`src/rtl/oldland_memory_if.sv`:
```
`default_nettype none
// ============================================================================
// Module   : oldland_memory_if
// Data-bus bundle between the oldland memory stage (master) and memory (slave).
// Revision : 1.0
// ============================================================================
interface oldland_memory_if;
    logic [31:0] d_addr;
    logic [3:0]  d_bytesel;
    logic [31:0] d_wr_val;
    logic        d_wr_en;
    logic        d_access;
    logic [31:0] d_data;
    logic        d_ack;
    logic        d_error;

    modport master (
        output d_addr, d_bytesel, d_wr_val, d_wr_en, d_access,
        input  d_data, d_ack, d_error
    );

    modport slave (
        input  d_addr, d_bytesel, d_wr_val, d_wr_en, d_access,
        output d_data, d_ack, d_error
    );
endinterface
`default_nettype wire

```
`src/rtl/oldland_memory.sv`:
```
`default_nettype none
// ============================================================================
// Module   : oldland_memory
// Memory stage: one bus transaction per load/store, lane alignment, aborts.
// Revision : 1.0
// ============================================================================
module oldland_memory #(
    parameter int BUS_TIMEOUT = 256
) (
    input  wire              clk,
    input  wire              rst,
    input  wire              load_i,
    input  wire              store_i,
    input  wire  [1:0]       width_i,
    input  wire  [31:0]      addr_i,
    input  wire  [31:0]      wdata_i,
    input  wire  [31:0]      wr_val_i,
    input  wire              update_rd_i,
    input  wire  [3:0]       rd_sel_i,
    input  wire              i_valid_i,
    output logic             busy_o,
    oldland_memory_if.master bus,
    output logic [31:0]      reg_wr_val_o,
    output logic             update_rd_out_o,
    output logic [3:0]       rd_sel_out_o,
    output logic             i_valid_out_o,
    output logic             data_abort_o,
    output logic [31:0]      fault_addr_o
);
    localparam int               CW      = (BUS_TIMEOUT > 1) ? $clog2(BUS_TIMEOUT) : 1;
    localparam bit               TO_EN   = (BUS_TIMEOUT > 0);
    localparam logic [CW-1:0]    TO_LAST = CW'(BUS_TIMEOUT - 1);

    typedef enum logic [0:0] {
        ST_IDLE   = 1'b0,
        ST_ACCESS = 1'b1
    } state_t;

    state_t      state_q, state_d;
    logic [CW-1:0] cnt_q, cnt_d;

    logic [31:0] d_addr_q, d_addr_d;
    logic [3:0]  d_bytesel_q, d_bytesel_d;
    logic [31:0] d_wr_val_q, d_wr_val_d;
    logic        d_wr_en_q, d_wr_en_d;
    logic        d_access_q, d_access_d;

    logic [31:0] req_addr_q, req_addr_d;
    logic [1:0]  width_q, width_d;
    logic        store_q, store_d;
    logic        upd_q, upd_d;
    logic [3:0]  rd_q, rd_d;

    logic [31:0] reg_wr_val_q, reg_wr_val_d;
    logic        update_rd_out_q, update_rd_out_d;
    logic [3:0]  rd_sel_out_q, rd_sel_out_d;
    logic        i_valid_out_q, i_valid_out_d;
    logic        data_abort_q, data_abort_d;
    logic [31:0] fault_addr_q, fault_addr_d;

    logic        w_mem, w_aligned, w_req, w_misalign, w_timeout;
    logic [3:0]  w_bytesel;
    logic [31:0] w_wr_val, w_shift_b, w_shift_h, w_load_data;

    assign w_mem      = load_i | store_i;
    assign w_req      = (state_q == ST_IDLE) & i_valid_i & w_mem & w_aligned;
    assign w_misalign = (state_q == ST_IDLE) & i_valid_i & w_mem & ~w_aligned;
    assign w_timeout  = TO_EN & (cnt_q == TO_LAST);
    assign w_shift_b  = bus.d_data >> {req_addr_q[1:0], 3'b000};
    assign w_shift_h  = bus.d_data >> {req_addr_q[1], 4'b0000};

    always_comb begin
        w_aligned = 1'b0;
        w_bytesel = 4'b1111;
        w_wr_val  = wdata_i;
        unique case (width_i)
            2'b00: begin
                w_aligned = 1'b1;
                w_bytesel = 4'b0001 << addr_i[1:0];
                w_wr_val  = {4{wdata_i[7:0]}};
            end
            2'b01: begin
                w_aligned = ~addr_i[0];
                w_bytesel = addr_i[1] ? 4'b1100 : 4'b0011;
                w_wr_val  = {2{wdata_i[15:0]}};
            end
            2'b10:   w_aligned = (addr_i[1:0] == 2'b00);
            default: w_aligned = 1'b0;
        endcase
    end

    always_comb begin
        unique case (width_q)
            2'b00:   w_load_data = {24'h0, w_shift_b[7:0]};
            2'b01:   w_load_data = {16'h0, w_shift_h[15:0]};
            default: w_load_data = bus.d_data;
        endcase
    end

    always_comb begin
        state_d         = state_q;
        busy_o          = 1'b0;
        cnt_d           = cnt_q;
        d_addr_d        = d_addr_q;
        d_bytesel_d     = d_bytesel_q;
        d_wr_val_d      = d_wr_val_q;
        d_wr_en_d       = d_wr_en_q;
        d_access_d      = d_access_q;
        req_addr_d      = req_addr_q;
        width_d         = width_q;
        store_d         = store_q;
        upd_d           = upd_q;
        rd_d            = rd_q;
        reg_wr_val_d    = reg_wr_val_q;
        update_rd_out_d = 1'b0;
        rd_sel_out_d    = rd_sel_out_q;
        i_valid_out_d   = 1'b0;
        data_abort_d    = 1'b0;
        fault_addr_d    = fault_addr_q;

        unique case (state_q)
            ST_IDLE: begin
                if (w_req) begin
                    busy_o      = 1'b1;
                    state_d     = ST_ACCESS;
                    cnt_d       = '0;
                    d_addr_d    = {addr_i[31:2], 2'b00};
                    d_bytesel_d = w_bytesel;
                    d_wr_val_d  = w_wr_val;
                    d_wr_en_d   = store_i;
                    d_access_d  = 1'b1;
                    req_addr_d  = addr_i;
                    width_d     = width_i;
                    store_d     = store_i;
                    upd_d       = update_rd_i;
                    rd_d        = rd_sel_i;
                end else if (w_misalign) begin
                    data_abort_d = 1'b1;
                    fault_addr_d = addr_i;
                end else if (!w_mem) begin
                    reg_wr_val_d    = wr_val_i;
                    update_rd_out_d = update_rd_i;
                    rd_sel_out_d    = rd_sel_i;
                    i_valid_out_d   = i_valid_i;
                end
            end
            ST_ACCESS: begin
                cnt_d = cnt_q + 1'b1;
                // Error beats ack; a late ack still beats the timeout.
                if (bus.d_error || (w_timeout && !bus.d_ack)) begin
                    state_d      = ST_IDLE;
                    d_access_d   = 1'b0;
                    d_wr_en_d    = 1'b0;
                    data_abort_d = 1'b1;
                    fault_addr_d = req_addr_q;
                end else if (bus.d_ack) begin
                    state_d       = ST_IDLE;
                    d_access_d    = 1'b0;
                    d_wr_en_d     = 1'b0;
                    i_valid_out_d = 1'b1;
                    if (!store_q) begin
                        reg_wr_val_d    = w_load_data;
                        update_rd_out_d = upd_q;
                        rd_sel_out_d    = rd_q;
                    end
                end else begin
                    busy_o = 1'b1;
                end
            end
            default: state_d = ST_IDLE;
        endcase
    end

    always_ff @(posedge clk or posedge rst) begin
        if (rst) begin
            state_q         <= ST_IDLE;
            cnt_q           <= '0;
            d_addr_q        <= '0;
            d_bytesel_q     <= '0;
            d_wr_val_q      <= '0;
            d_wr_en_q       <= 1'b0;
            d_access_q      <= 1'b0;
            req_addr_q      <= '0;
            width_q         <= '0;
            store_q         <= 1'b0;
            upd_q           <= 1'b0;
            rd_q            <= '0;
            reg_wr_val_q    <= '0;
            update_rd_out_q <= 1'b0;
            rd_sel_out_q    <= '0;
            i_valid_out_q   <= 1'b0;
            data_abort_q    <= 1'b0;
            fault_addr_q    <= '0;
        end else begin
            state_q         <= state_d;
            cnt_q           <= cnt_d;
            d_addr_q        <= d_addr_d;
            d_bytesel_q     <= d_bytesel_d;
            d_wr_val_q      <= d_wr_val_d;
            d_wr_en_q       <= d_wr_en_d;
            d_access_q      <= d_access_d;
            req_addr_q      <= req_addr_d;
            width_q         <= width_d;
            store_q         <= store_d;
            upd_q           <= upd_d;
            rd_q            <= rd_d;
            reg_wr_val_q    <= reg_wr_val_d;
            update_rd_out_q <= update_rd_out_d;
            rd_sel_out_q    <= rd_sel_out_d;
            i_valid_out_q   <= i_valid_out_d;
            data_abort_q    <= data_abort_d;
            fault_addr_q    <= fault_addr_d;
        end
    end

    assign bus.d_addr      = d_addr_q;
    assign bus.d_bytesel   = d_bytesel_q;
    assign bus.d_wr_val    = d_wr_val_q;
    assign bus.d_wr_en     = d_wr_en_q;
    assign bus.d_access    = d_access_q;
    assign reg_wr_val_o    = reg_wr_val_q;
    assign update_rd_out_o = update_rd_out_q;
    assign rd_sel_out_o    = rd_sel_out_q;
    assign i_valid_out_o   = i_valid_out_q;
    assign data_abort_o    = data_abort_q;
    assign fault_addr_o    = fault_addr_q;
endmodule
`default_nettype wire
```
`src/flat_wrapper.sv`:
```
// flat-port wrapper written by rule: the top's interface ports become plain ports
module oldland_memory_flat 
#(
    parameter int BUS_TIMEOUT = 256
)
  (clk, rst, load_i, store_i, width_i, addr_i, wdata_i, wr_val_i, update_rd_i, rd_sel_i, i_valid_i, busy_o, reg_wr_val_o, update_rd_out_o, rd_sel_out_o, i_valid_out_o, data_abort_o, fault_addr_o, bus_d_addr, bus_d_bytesel, bus_d_wr_val, bus_d_wr_en, bus_d_access, bus_d_data, bus_d_ack, bus_d_error);
  oldland_memory_if bus_i ();
  input  wire clk;
  input  wire rst;
  input  wire load_i;
  input  wire store_i;
  input  wire  [1:0] width_i;
  input  wire  [31:0] addr_i;
  input  wire  [31:0] wdata_i;
  input  wire  [31:0] wr_val_i;
  input  wire update_rd_i;
  input  wire  [3:0] rd_sel_i;
  input  wire i_valid_i;
  output logic busy_o;
  output logic [31:0] reg_wr_val_o;
  output logic update_rd_out_o;
  output logic [3:0] rd_sel_out_o;
  output logic i_valid_out_o;
  output logic data_abort_o;
  output logic [31:0] fault_addr_o;
  output wire logic [$bits(bus_i.d_addr)-1:0] bus_d_addr;
  output wire logic [$bits(bus_i.d_bytesel)-1:0] bus_d_bytesel;
  output wire logic [$bits(bus_i.d_wr_val)-1:0] bus_d_wr_val;
  output wire logic [$bits(bus_i.d_wr_en)-1:0] bus_d_wr_en;
  output wire logic [$bits(bus_i.d_access)-1:0] bus_d_access;
  input wire logic [$bits(bus_i.d_data)-1:0] bus_d_data;
  input wire logic [$bits(bus_i.d_ack)-1:0] bus_d_ack;
  input wire logic [$bits(bus_i.d_error)-1:0] bus_d_error;
  assign bus_d_addr = bus_i.d_addr;
  assign bus_d_bytesel = bus_i.d_bytesel;
  assign bus_d_wr_val = bus_i.d_wr_val;
  assign bus_d_wr_en = bus_i.d_wr_en;
  assign bus_d_access = bus_i.d_access;
  assign bus_i.d_data = bus_d_data;
  assign bus_i.d_ack = bus_d_ack;
  assign bus_i.d_error = bus_d_error;
  oldland_memory #(.BUS_TIMEOUT(BUS_TIMEOUT)) u_core (.clk(clk), .rst(rst), .load_i(load_i), .store_i(store_i), .width_i(width_i), .addr_i(addr_i), .wdata_i(wdata_i), .wr_val_i(wr_val_i), .update_rd_i(update_rd_i), .rd_sel_i(rd_sel_i), .i_valid_i(i_valid_i), .busy_o(busy_o), .bus(bus_i), .reg_wr_val_o(reg_wr_val_o), .update_rd_out_o(update_rd_out_o), .rd_sel_out_o(rd_sel_out_o), .i_valid_out_o(i_valid_out_o), .data_abort_o(data_abort_o), .fault_addr_o(fault_addr_o));
endmodule
```
`config.mk`:
```
export PLATFORM = sky130hd
export DESIGN_NAME = oldland_memory_flat
export DESIGN_NICKNAME = d
export VERILOG_FILES = /design/src/rtl/oldland_memory_if.sv /design/src/rtl/oldland_memory.sv /design/src/flat_wrapper.sv
export SDC_FILE = /design/constraint.sdc
export NUM_CORES = 1
export LEC_CHECK = 0
export ABC_AREA = 1
export CAP_MARGIN = 0
export CORE_ASPECT_RATIO = 0.7
export CORE_MARGIN = 2
export CORE_UTILIZATION = 49
export DETAILED_ROUTE_END_ITERATION = 10
export PLACE_DENSITY = 0.83
export SETUP_SLACK_MARGIN = 0.4
export SKIP_CTS_REPAIR_TIMING = 1
export SLEW_MARGIN = 20
export SYNTH_ARGS = -nofsm -noshare
export SYNTH_HDL_FRONTEND = slang
export SYNTH_SLANG_ARGS = --single-unit
```
`constraint.sdc`:
```
create_clock -name clk -period 13.6 [get_ports clk]
set_input_delay 1.36 -clock clk [delete_from_list [all_inputs] [get_ports clk]]
set_output_delay 1.36 -clock clk [all_outputs]
set_load 0.02 [all_outputs]
```
==> metrics.md, run 1 <==
| Metric | Value |
|---|---|
| Die area | `17300 um2` |
| Die X | `156 um` |
| Vias in the first global route | `7025` |
| Fin util | `0.705` |
| Layout cells sized above 1 | `0.0422` |
| Leakage | `0.00528 uW` |
| CTS max path bufs | `2` |
| First-pass GRT wire length | `37100 um` |
| Nature of the critical path endpoint | `output pin` |
| Period utilization | `0.395` |
| Highest-count cells in the layout ignoring fill and taps | `nand2_1 (394), clkdlybuf4s50_1 (281), dfrtp_1 (157)` |
| Overall die height | `111 um` |
| Worst EP arrival | `4010 ps` |
| Final setup viols | `0` |
| DR iter-0 viols | `597` |
| Synthesis-stage register bit count | `158` |
| Reg2Reg Launch Point | `u_core.state_q` |
| Critical path origin | `width_i[0]` |
| RSZ-0062 raised after global routing | `no` |
| Worst-margin pin slew | `1040 ps` |
| CTS tree | `yes` |
| Pwr/cell area | `162 nW/um2` |
| Initial antenna violation count | `0` |
| Critical Path Fanout Max | `62` |
| Clk slew on worst S/H paths | `70 ps` |
| Detailed-route DRC error count | `0` |
| Sw Share | `0.362` |
| Diodes inserted | `0` |
| Mapped cell area | `7940 um2` |
| I/O Buffers | `281` |
| Clock power frac | `0.263` |
| Slew headroom | `0.308` |
| Nets | `1387` |
| Max cap viols | `0` |
| Mean Syn Cell Area | `7.73 um2` |
| Hold Path Origin | `u_core.rd_sel_out_o[2]` |
| Pint | `1140 uW` |
| Post-synthesis instance total | `1027` |
| Latest clock arrival within the worst-skew pair | `420 ps` |
| Top Ports | `284` |
| Vias per cell | `5.19` |
| TNS Setup | `0 ps` |
| Root Buffer | `clkbuf_16` |
| Final WL | `23500 um` |
| Overflow after GRT | `0` |
| Status | `complete, no violations` |
| Synth unique cells | `31` |
| H-Tree Depth | `4` |
| Cell area after layout | `11100 um2` |
| Slew Viols, Final | `0` |
| Rows | `38` |
| F_max | `186 MHz` |
| Commonest non-fill, non-tap cell in the layout | `nand2_1` |
| Syn-to-layout area delta | `39.4%` |
| Fin crit period | `5370 ps` |
| RD Place Congestion | `0.912` |
| Routed wire length per instance | `16.1 um` |
| CP Launch Type | `primary input` |
| Switch Pwr | `648 uW` |
| Register area share after synthesis | `0.498` |
| Clock buffer count from CTS | `17` |
| Starting Density | `0.506` |
| Combinational Power Share | `0.363` |
| GRT Resource Usage Total | `0.272` |
| Largest net degree at the start of global routing | `110` |
| Hold_ws | `473 ps` |
| Yosys warning count | `0` |
| DPL Wire Length | `16500 um` |
| Clock skew | `14.4 ps` |
| 1st-pass router iterations | `5` |
| Hold WC Path Type | `register to register` |
| Vias post-DR | `7569` |
| Placed cell area | `10500 um2` |
| Routed Antenna Nets | `0` |
| Final Hold Fails | `0` |
| Core Footprint | `15700 um2` |
| VDD IR max | `0.0000946 V` |
| CP Class | `primary input to output pin` |
| Seq pwr share | `0.374` |
| CP Data Required Time | `12240 ps` |
| Clock sink total | `158` |
[cell usage after synthesis (all sizes together)]
cell / number / share of area
a21oi: 21 / 0.014
a2bb2oi: 8 / 0.0088
buf: 71 / 0.064
clkbuf: 17 / 0.0080
conb: 1 / 0.00047
dfrtp: 158 / 0.50
ha: 1 / 0.0016
inv: 87 / 0.042
nand2: 399 / 0.19
nand3: 81 / 0.053
nand4: 7 / 0.0055
nor2: 28 / 0.014
nor3: 1 / 0.00063
o2111ai: 1 / 0.0011
o211ai: 8 / 0.0076
o21a: 9 / 0.0085
o21ai: 125 / 0.079
o21bai: 1 / 0.00095
o22ai: 2 / 0.0016
o31ai: 1 / 0.00095
[through the flow]
stage | worst slack [ps] | power (uW) | cells
after detailed placement | 8230 | 1330 | 1425
after floorplan | 7980 | 1030 | 1028
final | 8230 | 1790 | 1457
after CTS | 8230 | 1800 | 1457
after global routing | 8060 | 1880 | 1457
after global placement | 8340 | 1310 | 1425
[power by group through the flow]
stage / Sequential (uW) / Clock, uW / Combinational, uW
floorplan: 770 / 0 / 258
global placement: 672 / 0 / 642
detailed placement: 675 / 0 / 651
CTS: 669 / 475 / 654
global route: 686 / 496 / 702
finish: 670 / 471 / 650
[per-layer routing]
layer  GRT usage  share of wire  wire (um)
met3      0.0859          0.098       2290
met4      0.0758          0.019        439
met1       0.378           0.44      10200
met2       0.414           0.45      10500
met5           0              0          0
[area by class of cell]
class                   instances  area, um2
clock buffers                  17        425
well taps                     200        250
fillers                      1268       4620
repair buffers                285       2840
multi-input cells             695       3100
clock inverters                15        153
inverters                      87        337
flip-flops and latches        158       3960
[worst paths after layout]
kind / to / slack (ps) / depth (start not counted)
min: u_core.rd_sel_out_o[2] / 470 / 2
max reg2reg: u_core.bus.d_wr_val[25] / 10140 / 8
max: busy_o / 8230 / 5
min reg2reg: u_core.rd_sel_out_o[2] / 470 / 2
max in group asynchronous: u_core.state_q / 10680 / 3
min in group asynchronous: u_core.req_addr_q[18] / 1520 / 2
[state kept, by name, indices dropped and copies added, names as in the netlist, 2 cells and up]
signal	cells
u_core.bus.d_wr_val	32
u_core.fault_addr_o	32
u_core.reg_wr_val_o	32
u_core.req_addr_q	31
u_core.cnt_q	8
u_core.bus.d_bytesel	4
u_core.rd_q	4
u_core.rd_sel_out_o	4
u_core.width_q	2
[critical path: stages]
cell and delay [ps]:
clkdlybuf4s50_1 610, o21ai_0 430, nand3_4 570, o21ai_0 370, clkdlybuf4s50_1 670
[logic make-up after synthesis]
family,after synthesis,share of synthesized area
other cells,1,0.000472
compound gates,176,0.122
flops,158,0.498
simple gates,516,0.264
fa+ha+maj,1,0.00158
buf+inv,175,0.114
Power figures use the tool's default switching activity.
==> run 2, diff against run 1 <==
--- a/config.mk
+++ b/config.mk
@@ -9,9 +9,9 @@
 export CAP_MARGIN = 0
 export CORE_ASPECT_RATIO = 0.7
 export CORE_MARGIN = 2
-export CORE_UTILIZATION = 49
+export CORE_UTILIZATION = 41
 export DETAILED_ROUTE_END_ITERATION = 10
-export PLACE_DENSITY = 0.83
+export PLACE_DENSITY = 0.74
 export SETUP_SLACK_MARGIN = 0.4
 export SKIP_CTS_REPAIR_TIMING = 1
 export SLEW_MARGIN = 20
==> constraint.sdc (replaced) <==
create_clock -name clk -period 4.55 [get_ports clk]
set_input_delay 0.455 -clock clk [delete_from_list [all_inputs] [get_ports clk]]
set_output_delay 0.455 -clock clk [all_outputs]
set_load 0.02 [all_outputs]
==> run 2 against run 1 <==
Sequential share of layout area decreased by 0.21 points. Die area grew 19%. Critical path depth stayed put. Clock skew is 6.2 ps lower. Combinational power grew to 3.0 times the previous value. Sequential power rose to 3.0 times the previous value. Utilization down 12 points. Clock power rose to 2.9 times the previous value. Routed wire length grew 3.9%.
==> metrics.md, run 2 (synthesized netlist as in run 1, its figures left out) <==
| Metric | Value |
|---|---|
| DR iter-0 viols | `723` |
| Routed Antenna Nets | `0` |
| Final Hold Fails | `0` |
| I/O Buffers | `281` |
| Final worst setup slack | `1650 ps` |
| F_max | `345 MHz` |
| CP Data Required Time | `4090 ps` |
| Clock buffer count from CTS | `17` |
| CP Launch Type | `primary input` |
| Reg2Reg Launch Point | `u_core.state_q` |
| Hold Path Depth | `2` |
| R2r setup slk | `1680 ps` |
| Overflow after GRT | `0` |
| Critical Path Fanout Max | `12` |
| Footprint of the multi-input gates | `3100 um2` |
| Routed wire length per instance | `16.2 um` |
| Number of fill cells | `1706` |
| Nature of the critical path endpoint | `output pin` |
| Highest-count cells in the layout ignoring fill and taps | `nand2_1 (395), clkdlybuf4s50_1 (281), dfrtp_1 (157)` |
| CP Class | `primary input to output pin` |
| Starting Density | `0.420` |
| Fin crit period | `2900 ps` |
| 1st-pass router iterations | `5` |
| Clock power frac | `0.259` |
| Overall die height | `120 um` |
| First-pass GRT wire length | `37600 um` |
| Switch Pwr | `1880 uW` |
| Nets | `1390` |
| Die X | `170 um` |
| GRT Resource Usage Total | `0.236` |
| Hold Path Origin | `u_core.reg_wr_val_o[12]` |
| Hold EP | `u_core.reg_wr_val_o[12]` |
| Non-Filler Instances | `1502` |
| Hold_ws | `471 ps` |
| Largest net degree at the start of global routing | `109` |
| Leakage | `0.00528 uW` |
| Final WL | `24400 um` |
| Placed cell count | `1470` |
| Slew headroom | `0.333` |
| Clk slew on worst S/H paths | `60 ps` |
| Vias post-DR | `7578` |
| Sw Share | `0.353` |
| Hold WC Path Type | `register to register` |
| Diodes inserted | `0` |
| Combinational Power Share | `0.363` |
| Vias per cell | `5.05` |
| Initial antenna violation count | `0` |
| H-Tree Depth | `4` |
| Slew Viols, Final | `0` |
| Worst-margin pin slew | `1000 ps` |
| Syn-to-layout area delta | `40.2%` |
| Clock sink total | `158` |
| Pre-CTS setup slack | `1410 ps` |
| Top Ports | `284` |
| Status | `complete, no violations` |
| Die area | `20500 um2` |
| Core Footprint | `18900 um2` |
| RD Place Congestion | `0.840` |
| Register area | `3960 um2` |
| Vias in the first global route | `7066` |
| Detailed-route DRC error count | `0` |
| CTS tree | `yes` |
| Pint | `3450 uW` |
| Period utilization | `0.636` |
| TNS Setup | `0 ps` |
| Rows | `42` |
| Root Buffer | `clkbuf_16` |
| Worst R2R Path Depth | `6` |
| Reg-to-reg endpoint | `u_core.reg_wr_val_o[19]` |
| Worst EP arrival | `2440 ps` |
| Max cap viols | `0` |
| VDD IR max | `0.000239 V` |
| DPL Wire Length | `17400 um` |
| Clock skew | `8.20 ps` |
| RSZ-0062 raised after global routing | `no` |
| Commonest non-fill, non-tap cell in the layout | `nand2_1` |
| Layout cells sized above 1 | `0.0397` |
| Seq pwr share | `0.378` |
| Pwr/cell area | `479 nW/um2` |
| CTS max path bufs | `2` |
| Cell area after layout | `11100 um2` |
| Final setup viols | `0` |
| Latest clock arrival within the worst-skew pair | `420 ps` |
| Placed cell area | `10600 um2` |
run 2: power by group through the flow:
stage          Combinational, uW  Sequential, uW  Clock (uW)
2_1_floorplan                772            2300           0
3_3_place_gp                1920            2020           0
3_5_place_dp                1950            2030           0
4_1_cts                     1950            2010        1410
5_1_grt                     2090            2060        1470
6_report                    1930            2020        1380
run 2: layout make-up:
cell class,count,area share
clock buffers,22,0.0399
well taps,242,0.0272
inverters,87,0.0301
flip-flops and latches,158,0.355
multi-input cells,695,0.278
clock inverters,10,0.0105
repair buffers,288,0.258
run 2: worst max-delay path, cell delays in order:
cell and delay (ps):
clkdlybuf4s50_1 600, o21ai_0 430, nand3_4 130, o21ai_0 150, clkdlybuf4s50_1 670
run 2: routing by layer:
metal / vias to the layer above / routed length (um) / global-route usage
li1: 3681 / - / -
met1: 3534 / 10600 / 0.319
met2: 338 / 10800 / 0.367
met3: 25 / 2630 / 0.0763
met4: 0 / 385 / 0.0614
met5: - / 0 / 0
run 2: worst max path at each step:
stage | startpoint | end | slack [ps] | depth (start not counted)
after floorplan | rst | u_core.bus.d_access | 2090 | 1
after global placement | width_i[0] | u_core.fault_addr_o[23] | 1480 | 9
after detailed placement | width_i[0] | u_core.fault_addr_o[27] | 1410 | 9
after CTS | u_core.state_q | u_core.fault_addr_o[27] | 1620 | 6
after global routing | u_core.state_q | u_core.fault_addr_o[6] | 1400 | 6
final | width_i[0] | busy_o | 1650 | 5
run 2: stage by stage:
stage / power (uW) / util
final: 5340 / 0.589
after global routing: 5620 / 0.589
after CTS: 5380 / 0.589
after detailed placement: 3970 / 0.559
after global placement: 3940 / 0.559
after floorplan: 3070 / -
==> run 3, diff against run 2 <==
--- a/config.mk
+++ b/config.mk
@@ -9,9 +9,9 @@
 export CAP_MARGIN = 0
 export CORE_ASPECT_RATIO = 0.7
 export CORE_MARGIN = 2
-export CORE_UTILIZATION = 41
+export CORE_UTILIZATION = 46
 export DETAILED_ROUTE_END_ITERATION = 10
-export PLACE_DENSITY = 0.74
+export PLACE_DENSITY = 0.79
 export SETUP_SLACK_MARGIN = 0.4
 export SKIP_CTS_REPAIR_TIMING = 1
 export SLEW_MARGIN = 20
==> constraint.sdc (replaced) <==
create_clock -name clk -period 3 [get_ports clk]
set_input_delay 0.3 -clock clk [delete_from_list [all_inputs] [get_ports clk]]
set_output_delay 0.3 -clock clk [all_outputs]
set_load 0.02 [all_outputs]
==> run 3 against run 2 <==
Clock power increased by 60%. Sequential share of layout area decreased by 0.45 points. Largest power group unchanged. Largest cell class unchanged. Combinational power increased by 53%.
==> metrics.md, run 3 (synthesized netlist as in run 1, its figures left out) <==
| Metric | Value |
|---|---|
| Status | `complete, no violations` |
| Fin util | `0.663` |
| DPL Wire Length | `17500 um` |
| Clock sink total | `158` |
| Switch Pwr | `2880 uW` |
| Die X | `161 um` |
| Final WL | `24300 um` |
| GRT Resource Usage Total | `0.271` |
| Core Footprint | `17000 um2` |
| Clock power frac | `0.269` |
| Routed Antenna Nets | `0` |
| Vias in the first global route | `7432` |
| RD Place Congestion | `0.936` |
| Nature of the critical path endpoint | `output pin` |
| Hold WC Path Type | `primary input to asynchronous set/reset pin` |
| RSZ-0062 raised after global routing | `no` |
| Final Hold Fails | `0` |
| Final setup viols | `0` |
| TNS Setup | `0 ps` |
| H-Tree Depth | `4` |
| Fin crit period | `2300 ps` |
| I/O Buffers | `281` |
| Pre-CTS setup slack | `446 ps` |
| Combinational Power Share | `0.361` |
| Latest clock arrival within the worst-skew pair | `420 ps` |
| CP Class | `register to output pin` |
| Vias per cell | `5.13` |
| Slew headroom | `0.462` |
| Vias post-DR | `7732` |
| 1st-pass router iterations | `7` |
| Final worst setup slack | `699 ps` |
| Clock skew | `11.2 ps` |
| Layout cells sized above 1 | `0.0541` |
| CP Depth | `7` |
| First-pass GRT wire length | `39000 um` |
| Max Used Layer | `met4` |
| Wl on met1 | `10500 um` |
| CTS max path bufs | `2` |
| CP Launch Type | `register` |
| Nets | `1405` |
| Overflow after GRT | `0` |
| Starting Density | `0.467` |
| Worst EP arrival | `2000 ps` |
| CP Data Required Time | `2700 ps` |
| Top Ports | `284` |
| Reg2Reg Launch Point | `u_core.state_q` |
| Slew Viols, Final | `0` |
| Syn-to-layout area delta | `42.0%` |
| Worst R2R Path Depth | `6` |
| Leakage | `0.00540 uW` |
| Clock buffer count from CTS | `17` |
| Diodes inserted | `0` |
| CTS tree | `yes` |
| Max incr delay on CP | `410 ps` |
| Pwr/cell area | `728 nW/um2` |
| Max cap viols | `0` |
| Root Buffer | `clkbuf_16` |
| Die area | `18300 um2` |
| Detailed-route DRC error count | `0` |
| Worst Path Buf+Inv | `1` |
| Seq pwr share | `0.371` |
| DR iter-0 viols | `766` |
| Worst-margin pin slew | `805 ps` |
| Overall die height | `114 um` |
| CP max-delay cell | `dfrtp_1` |
| Initial antenna violation count | `0` |
| Met3 wire length | `2620 um` |
| Pint | `5330 uW` |
| Cell chain of the critical path | `ha_1, nand2_1, nor2_2, nand3_2, nand3_1, o21ai_0, dlymetal6s2s_1` |
| Clk slew on worst S/H paths | `60 ps` |
| Reg-to-reg endpoint | `u_core.reg_wr_val_o[22]` |
| Sw Share | `0.351` |
| Top delay family on crit path | `flip-flops` |
| Met2 WL | `10900 um` |
| Rows | `40` |
| Largest net degree at the start of global routing | `75` |
| VDD IR max | `0.000334 V` |
| Period utilization | `0.767` |
| Highest-count cells in the layout ignoring fill and taps | `nand2_1 (395), clkdlybuf4s50_1 (280), dfrtp_1 (157)` |
| Routed wire length per instance | `16.1 um` |
| F_max | `435 MHz` |
| Commonest non-fill, non-tap cell in the layout | `nand2_1` |
| Critical Path Fanout Max | `4` |
| R2r setup slk | `700 ps` |
## run 3: through the flow
step | area [um2] | instances | total power, uW | hold WS (ps)
4_1_cts | 11300 | 1506 | 8250 | 404
2_1_floorplan | 7950 | 1028 | 4660 | 395
6_report | 11300 | 1506 | 8210 | 376
3_5_place_dp | 10700 | 1474 | 6030 | 459
5_1_grt | 11300 | 1506 | 8650 | 426
3_3_place_gp | 10700 | 1474 | 5980 | 454
## run 3: how the worst max path moves through the flow
stage	from	slack (ps)	to
after floorplan	rst	700	u_core.bus.d_access
after global placement	width_i[0]	530	u_core.reg_wr_val_o[22]
after detailed placement	width_i[0]	450	u_core.reg_wr_val_o[22]
after CTS	u_core.cnt_q[0]	300	busy_o
after global routing	u_core.state_q	530	u_core.reg_wr_val_o[18]
final	u_core.cnt_q[0]	700	busy_o
## run 3: power groups by stage
stage	sequential, uW	clock (uW)	combinational [uW]
finish	3040	2210	2960
CTS	3040	2230	2980
global placement	3060	0	2930
floorplan	3490	0	1170
global route	3120	2330	3210
detailed placement	3060	0	2970
## run 3: layer usage
metal / global-route usage / vias to the layer above
li1: - / 3719
met5: 0 / -
met4: 0.0655 / 0
met2: 0.417 / 348
met3: 0.103 / 34
met1: 0.364 / 3631
## run 3: final cells by class
class	count	area (um2)
clock inverter	11	130
multi-input combinational	695	3100
fill	1444	5740
timing repair buffer	303	2990
sequential	158	3960
inverter	87	335
tap	231	289
clock buffer	21	470
## run 3: worst reg2reg max path: cells and delay by family (launching register included)
kind | cells | cell delay, ps
simple gates | 4 | 790
buf+inv | 2 | 1000
flops | 1 | 440
